## src/rtl/dkong3_snd_pkg.sv

```systemverilog
// Shared sizes and the offset-binary to two's-complement helper for the
// Donkey Kong 3 sub-CPU sound mixer.
package dkong3_snd_pkg;

   localparam int SAMPLE_W   = 16;
   localparam int FIFO_DEPTH = 2;

   localparam logic [SAMPLE_W-1:0] OB_FLIP = 16'h8000;

   // 0x8000 -> 0, 0xFFFF -> +32767, 0x0000 -> -32768
   function automatic logic signed [SAMPLE_W-1:0] ob_to_s(input logic [SAMPLE_W-1:0] x);
      return signed'(x ^ OB_FLIP);
   endfunction

endpackage

```

## src/rtl/snd_fifo2.sv

```systemverilog
// Two-entry output FIFO with registered head, simultaneous push/pop when full,
// and a sticky overrun flag for results dropped while full.
module snd_fifo2 #(
   parameter int W = 16
) (
   input  logic         clk,
   input  logic         rst,
   input  logic         push,
   input  logic [W-1:0] din,
   input  logic         ready,
   output logic [W-1:0] dout,
   output logic         valid,
   output logic         overrun
);
   import dkong3_snd_pkg::*;

   logic [W-1:0] mem [FIFO_DEPTH];
   logic         rd_ptr, wr_ptr;
   logic [1:0]   cnt;
   logic         empty, full, do_pop, do_push;

   assign empty   = (cnt == 2'd0);
   assign full    = (cnt == 2'(FIFO_DEPTH));
   assign do_pop  = ready & ~empty;
   // a pop frees the slot in the same edge, so a full FIFO still accepts
   assign do_push = push & (~full | do_pop);

   always_ff @(posedge clk or posedge rst) begin
      if (rst) begin
         mem[0]  <= '0;
         mem[1]  <= '0;
         rd_ptr  <= 1'b0;
         wr_ptr  <= 1'b0;
         cnt     <= 2'd0;
         overrun <= 1'b0;
      end else begin
         if (do_push) begin
            mem[wr_ptr] <= din;
            wr_ptr      <= ~wr_ptr;
         end
         if (do_pop)
            rd_ptr <= ~rd_ptr;
         cnt <= cnt + {1'b0, do_push} - {1'b0, do_pop};
         if (push && !do_push)
            overrun <= 1'b1;
      end
   end

   assign valid = ~empty;
   assign dout  = empty ? '0 : mem[rd_ptr];

endmodule

```

## src/rtl/dkong3_snd_mix.sv

```systemverilog
// Mixes the two sub-CPU APU streams, averages 2^DECIM_LOG2 strobed samples
// and queues each mean into a small handshake FIFO.
module dkong3_snd_mix
   import dkong3_snd_pkg::*;
#(
   parameter int DECIM_LOG2 = 5
) (
   input  logic                I_SUBCLKx2,
   input  logic                I_RESET,
   input  logic                I_CPU_CE,
   input  logic [SAMPLE_W-1:0] I_SAMPLE0,
   input  logic [SAMPLE_W-1:0] I_SAMPLE1,
   input  logic [1:0]          I_MUTE,
   output logic [SAMPLE_W-1:0] O_SAMPLE,
   output logic                O_VALID,
   input  logic                I_READY,
   output logic                O_OVERRUN
);

   localparam int AW = SAMPLE_W + 1 + DECIM_LOG2;

   logic signed [SAMPLE_W-1:0] s0, s1;
   logic signed [SAMPLE_W:0]   ch0, ch1, sum;
   logic signed [AW-1:0]       acc, acc_next, shifted;
   logic [DECIM_LOG2-1:0]      cnt;
   logic                       wrap;
   logic [SAMPLE_W-1:0]        result;

   always_comb begin
      s0  = ob_to_s(I_SAMPLE0);
      s1  = ob_to_s(I_SAMPLE1);
      ch0 = I_MUTE[0] ? '0 : {s0[SAMPLE_W-1], s0};
      ch1 = I_MUTE[1] ? '0 : {s1[SAMPLE_W-1], s1};
      sum = ch0 + ch1;
   end

   // dividing by 2^(DECIM_LOG2+1) gives the mean of both channels, so the
   // result always fits in SAMPLE_W bits
   assign acc_next = acc + {{DECIM_LOG2{sum[SAMPLE_W]}}, sum};
   assign shifted  = acc_next >>> (DECIM_LOG2 + 1);
   assign result   = shifted[SAMPLE_W-1:0];
   assign wrap     = I_CPU_CE && (cnt == '1);

   always_ff @(posedge I_SUBCLKx2 or posedge I_RESET) begin
      if (I_RESET) begin
         acc <= '0;
         cnt <= '0;
      end else if (I_CPU_CE) begin
         cnt <= cnt + DECIM_LOG2'(1);
         acc <= wrap ? '0 : acc_next;
      end
   end

   snd_fifo2 #(.W(SAMPLE_W)) u_fifo (
      .clk     (I_SUBCLKx2),
      .rst     (I_RESET),
      .push    (wrap),
      .din     (result),
      .ready   (I_READY),
      .dout    (O_SAMPLE),
      .valid   (O_VALID),
      .overrun (O_OVERRUN)
   );

endmodule

```

## config.mk

```make
export PLATFORM = sky130hd
export DESIGN_NAME = dkong3_snd_mix
export DESIGN_NICKNAME = d
export VERILOG_FILES = /design/src/rtl/dkong3_snd_pkg.sv /design/src/rtl/snd_fifo2.sv /design/src/rtl/dkong3_snd_mix.sv
export SDC_FILE = /design/constraint.sdc
export NUM_CORES = 1
export LEC_CHECK = 0
export ABC_AREA = 0
export BUFFER_PORTS_ARGS = -buffer_cell sky130_fd_sc_hd__buf_4
export CORE_ASPECT_RATIO = 0.5
export CORE_MARGIN = 2
export CORE_UTILIZATION = 30
export DETAILED_ROUTE_END_ITERATION = 12
export GPL_ROUTABILITY_DRIVEN = 0
export SETUP_SLACK_MARGIN = 0.02
export SYNTH_ARGS = -nofsm -noshare
export SYNTH_HDL_FRONTEND = slang
export SYNTH_HIERARCHICAL = 1
export SYNTH_SLANG_ARGS = --single-unit
```

## constraint.sdc

```tcl
create_clock -name I_SUBCLKx2 -period 2.6 [get_ports I_SUBCLKx2]
set_input_delay 0.26 -clock I_SUBCLKx2 [delete_from_list [all_inputs] [get_ports I_SUBCLKx2]]
set_output_delay 0.26 -clock I_SUBCLKx2 [all_outputs]
set_load 0.02 [all_outputs]
```

* After elaboration in Yosys (flattened, before gate mapping)
Cells that the tools add are included.
Widths: inputs -> output; s select.
** Cells by class
- Add/sub/neg operators :: 5
- Order comparisons :: 3
- Equal/unequal tests :: 2
- Multiplexer cells :: 10
- Bitwise gates (word level) :: 11
- Reduce and logical (&&, ||, !) cells :: 5
** Operators by type and width (count)
- $mux 16 :: 5
- $mux 17 :: 2
- $bwmux 32 :: 1
- $add 22x22->22 :: 1
- $mux 22 :: 1
- $add 17x17->17 :: 1
- $demux 16 s1 :: 1
- $not 1->1 :: 6
- $add 5x1->5 const B :: 1
- $eq 5x5->1 const B :: 1
- $ge 2x2->1 const B :: 2
- $not 1->2 :: 2
- $logic_and 1x1->1 :: 3
- $add 2x1->2 :: 1
- $and 1x1->1 :: 2
- $eq 2x2->1 const B :: 1
- $logic_not 2->1 :: 1
- $lt 2x1->1 const B :: 1
- $sub 2x1->2 :: 1
- $logic_not 1->1 :: 1
- $or 1x1->1 :: 1
** Word-level totals
- Flip-flop bits (word level) :: 64
- Bits of input ports :: 38
- Output and inout bits :: 18
- Word-level logic and storage cells :: 44

* Logic depth before layout (Yosys ltp)
- Depth after elaboration :: 7
- Depth in mapped cells :: 22
- Depth with buffers taken out :: 21

* Modules after synthesis
Netlist, hierarchy kept.
** By module, submodules not included
- dkong3_snd_mix :: times used 1, cells an instance 379, area an instance 3199.3 um^2, sequential area each 675.6 um^2
- snd_fifo2 :: times used 1, cells an instance 134, area an instance 1682.9 um^2, sequential area each 925.9 um^2

* Least setup slack after synthesis
Ideal clock, no wire load.
- Path kind :: input to register
- From :: input I_MUTE[0]
- To :: register u_fifo/mem[15] in the netlist's numbering
- Library setup time :: 0.125 ns
- Data arrival time :: 3.878 ns
- Data required time :: 2.475 ns
- Path slack :: -1.403 ns
- Stages on the path :: 21
- Path buffers :: 1
- Cells stage by stage :: clkbuf_1 > nor2b_1 > ha_1 > inv_1 > fa_1 > nor2b_1 > o31a_1 > o21ai_0 > nand2b_1 > a21o_1 > a211oi_1 > nor2_1 > ha_1 > a21oi_4 > o21ai_1 > a221o_1 > o31ai_2 > a21o_2 > nand2_1 > xnor2_1 > mux2_2
** Between the ends
- Cells in the longest elaborated chain, start to end :: 4
** RTL lines
- start, declared :: RTL line dkong3_snd_mix.sv:13 : input logic [1:0] I_MUTE,
- $mux 17 :: RTL line dkong3_snd_mix.sv:32 : ch0 = I_MUTE[0] ? '0 : {s0[SAMPLE_W-1], s0};
- $add 17x17->17 :: RTL line dkong3_snd_mix.sv:34 : sum = ch0 + ch1;
- $add 22x22->22 :: RTL line dkong3_snd_mix.sv:39 : assign acc_next = acc + {{DECIM_LOG2{sum[SAMPLE_W]}}, sum};
- via acc_next[21] :: RTL line dkong3_snd_mix.sv:24 : logic signed [AW-1:0] acc, acc_next, shifted;
- $bwmux 32 :: RTL line snd_fifo2.sv:38 : mem[wr_ptr] <= din;
- end signal, assigned by index :: RTL line snd_fifo2.sv:38
- end, declared :: RTL line snd_fifo2.sv:17 : logic [W-1:0] mem [FIFO_DEPTH];
The timed path passes the listed nets, and every way through them passes these cells.
A chain may end at the register's enable or synchronous reset.

* Worst setup path in the final report
- From :: input I_MUTE[1]
- To :: register u_fifo/mem[25] in the netlist's numbering
** Between the ends
- Cells in the longest elaborated chain, start to end :: 4
** RTL lines
- $mux 17 :: RTL line dkong3_snd_mix.sv:33 : ch1 = I_MUTE[1] ? '0 : {s1[SAMPLE_W-1], s1};
- $add 17x17->17 :: RTL line dkong3_snd_mix.sv:34
- $add 22x22->22 :: RTL line dkong3_snd_mix.sv:39
- via acc_next[15] :: RTL line dkong3_snd_mix.sv:24
- $bwmux 32 :: RTL line snd_fifo2.sv:38
The timed path passes the listed nets, and every way through them passes these cells.

==> key figures <==
Critical path
  – CP Cell Sequence: buf_12 > nand2b_4 > inv_2 > ha_4 > a21o_1 > a21oi_2 > o21bai_1 > a21oi_2 > o21ai_2 > or4_1 > nand4_1 > ha_4 > and3_4 > nand2_2 > a211o_1 > a311oi_4 > nor2_2 > xnor2_2 > mux2_4
  – Type of element capturing the critical path: flip-flop
  – WP data arrival: 3.91 ns
  – Max incr delay on CP: 0.49 ns
  – Startpoint Class: input port
  – Critical path depth: 19
  – Critical path class: in2reg
  – CP bufs+invs: 2
  – Crit-path max FO: 7
  – CP delay by family, top: compound AO/OA/AOI/OAI gates
  – CP required: 2.82 ns
  – Worst r2r path cells: 13
  – Slowest CP cell: or4_1

Timing
  – WHS: -0.00250 ns
  – Setup TNS: -38.96 ns
  – # setup viols final: 48
  – Max-Slew Margin vs Limit: 51.7%
  – Final Worst Setup Slack: -1.10 ns
  – Final period util: 142%
  – RSZ-0062 raised after global routing: yes
  – Fmax: 271 MHz
  – Final Skew: 0.00948 ns
  – Final hold viol count: 4
  – Fin crit period: 3.70 ns
  – Tightest Pin Transition: 0.724 ns
  – Slew Limit Fails: 0

Logic synthesis
  – Syn nets: 599
  – Number of synthesized register bits: 64
  – Avg Cell Area, Syn: 9.52 um^2
  – Post-Syn Instances: 513
  – Cell variety after synth: 61
  – Largest area contributor in the netlist: dfrtp_1
  – Top_reg_cell synth: dfrtp_1
  – Yosys top cell area share: 32.8%
  – Post-synth EDFFs: 0
  – Synth Cell Area: 4880 um^2
  – Synth area leaders: dfrtp_1 33%, ha_1 12%, xnor2_1 4.7%
  – Sequential area share after synthesis: 32.8%
  – Yosys warns: 6
  – Async SR Flop Fraction: 100%

Die
  – Die Y: 94.2 um
  – Die Area: 17400 um^2
  – Rows: 32
  – Core footprint: 15700 um^2
  – Initial core utilization: 31.2%
  – Die width: 184 um
  – IO Pins: 56

Finish
  – Sequential standard cell area: 1600 um^2
  – Fill cells: 1299
  – Post-route core utilization: 53.4%
  – N_diodes: 0
  – Proportion of layout cells with a drive suffix above 1: 55.5%
  – Final nets: 814
  – Area of the multi-input gates: 4290 um^2
  – Layout area overhead: 71.3%
  – Final non-filler cell total: 954

GRT
  – Vias in the first global route: 4780
  – First-pass GRT wire length: 23.9 mm
  – Overflow left after global routing: 0
  – Initial antenna violation count: 0
  – GRT Overall Usage: 17.7%
  – Largest net degree at the start of global routing: 38

Clock network
  – CTS tree: done
  – Clk root buf: clkbuf_16
  – CTS Buffer Depth: 2
  – Total CTS buffers: 9
  – Clock Sinks: 64
  – Reg clk slew, reported paths: 0.06 ns
  – Post-cts hold buffer count: 0
  – Clock Latency Late Sink: 0.34 ns
  – CTS H-tree depth: 3

Route
  – Vias/cell: 5.03
  – Wire length per cell: 17.1 um
  – Initial DRT Pass Iterations: 5
  – Total number of vias: 4801
  – Total Wirelength: 16.3 mm
  – 1st-iter DRT viols: 399
  – DRC viols: 0
  – Routed Antenna Nets: 0

Run
  – Max-cap viol count: 0

Run status
  – Status: complete, but fails checks
  – Violated checks: negative hold slack, negative setup slack

Power
  – P_leak: 0.00395 uW
  – Flop pwr share: 18.1%
  – Psw: 3910 uW
  – Internal power: 5720 uW
  – Comb pwr share: 67.7%
  – Total power: 9630 uW
  – Pwr dens: 1150 nW/um^2
  – Max VDD drop: 0.479 mV
  – Clk pwr share: 14.2%
  – Sw Ratio: 40.6%

Placed design
  – PortBufs: 55
  – Pre-CTS setup slack: -1.47 ns
  – Cell total after placement: 898
  – Dpl hpwl: 10.6 mm

Worst hold path
  – Class of the worst hold path: in2async
==> metal layers <==
layer  share of wire (%)  vias up  track usage [%]
li1                    -     2288                -
met1                  47     2361             24.0
met2                  47      129             29.3
met3                 4.7       23             3.22
met4                 1.5        0             4.40
met5                   0        -                0
==> flip-flops by register name, indices dropped and copies added (netlist names) <==
| name | flops |
|---|---|
| acc | 22 |
| cnt | 5 |
| u_fifo/cnt | 2 |
| u_fifo/mem | 32 |
| u_fifo/overrun | 1 |
| u_fifo/rd_ptr | 1 |
| u_fifo/wr_ptr | 1 |
==> power groups by stage <==
stage	Clock, uW	Sequential, uW	Combinational, uW
after global routing	1430	1790	6940
after floorplan	0	1580	2740
after CTS	1380	1700	5410
final	1360	1740	6520
after detailed placement	0	1700	4420
after global placement	0	1680	4360
==> path summary, 6_finish.rpt <==
| check | start | end | slack [ns] |
|---|---|---|---|
| hold / removal | I_RESET | acc[9]$_DFFE_PP0P_ | -0.003 |
| setup / recovery | I_MUTE[1] | u_fifo/mem[25]$_DFFE_PP0P_ | -1.10 |
| setup reg to reg | acc[0]$_DFFE_PP0P_ | u_fifo/mem[30]$_DFFE_PP0P_ | -0.12 |
| max in group asynchronous | I_RESET | u_fifo/mem[31]$_DFFE_PP0P_ | 2.22 |
| min in group I_SUBCLKx2 | I_CPU_CE | cnt[0]$_DFFE_PP0P_ | 0.23 |
| hold reg to reg | cnt[3]$_DFFE_PP0P_ | cnt[3]$_DFFE_PP0P_ | 0.47 |
==> synth_stat cells, types with 3 or more instances <==
master and count:
a211o_1 3, a211oi_1 4, a21o_1 11, a21oi_1 29, a22o_1 17, a31oi_1 4, and3_1 4, and4_1 3
buf_2 3, clkbuf_1 9, dfrtp_1 64, ha_1 46, inv_1 20, mux2_1 10, mux2_2 18, mux2i_1 16
nand2_1 34, nand2b_1 8, nand3_1 7, nand4_1 5, nor2_1 40, nor2b_1 36, nor3_1 5, o2111ai_1 3
o21a_1 8, o21ai_0 22, o21ai_1 5, o21bai_1 4, xnor2_1 26, xor2_1 9
==> metrics by stage <==
| step | instance area [um^2] | hold slack, ns |
|---|---|---|
| 2_1_floorplan | 5040 | 0.313 |
| 3_3_place_gp | 6570 | 0.368 |
| 3_5_place_dp | 6570 | 0.376 |
| 4_1_cts | 7710 | 0.0211 |
| 5_1_grt | 8360 | 0.0546 |
| 6_report | 8360 | -0.00250 |
==> cells by family (layout without fill, tap and decap cells) <==
family	after synthesis	count (layout)	synth area share, %
flops	64	64	32.8
mux	44	44	9.74
fa+ha+maj	48	48	12.6
compound gates	136	136	19.7
xor+xnor	35	35	6.28
simple gates	153	153	16.1
buf+inv	33	253	2.77
==> layout by cell type, fill, tap and decap left out, drive strengths merged, types with 3 or more instances in the layout <==
master     n
nor2      42
a22o      17
nand4      5
mux2i     16
buf      217
a211oi     5
o21ai     28
nand2     34
nor3       5
clkbuf    12
o21bai     4
nand2b     8
nor2b     36
inv       21
a311oi     3
o21a       8
a21o      12
mux2      28
ha        46
and3       4
and4       3
a21oi     31
dfrtp     64
a31oi      4
a211o      3
xor2       9
nand3      7
o2111ai    3
a21boi     3
xnor2     26
==> worst register-to-register path: stages (launching register included) <==
cell	delay (ns)
dfrtp_1	0.34
ha_1	0.17
inv_1	0.06
fa_1	0.38
nor2b_1	0.21
o21a_4	0.17
o21ai_4	0.07
buf_6	0.12
a2111oi_2	0.31
buf_4	0.20
o21ai_2	0.06
a21boi_2	0.20
nor2_4	0.06
mux2_4	0.26
==> repair_timing <==
action / in CTS / in global routing
endpoints found under the setup margin: 49 / 50
pin swaps: 70 / 82
buffers inserted: 31 / 20
gates resized for setup: 125 / 93
==> area by class of cell <==
class,instances,share of cell area [%]
flip-flops and latches,64,19.2
clock buffers,12,3.19
clock inverters,4,0.883
multi-input cells,416,51.3
well taps,221,3.31
repair buffers,217,21.3
inverters,20,0.898
Note: power is estimated with default switching activity, not from simulation.
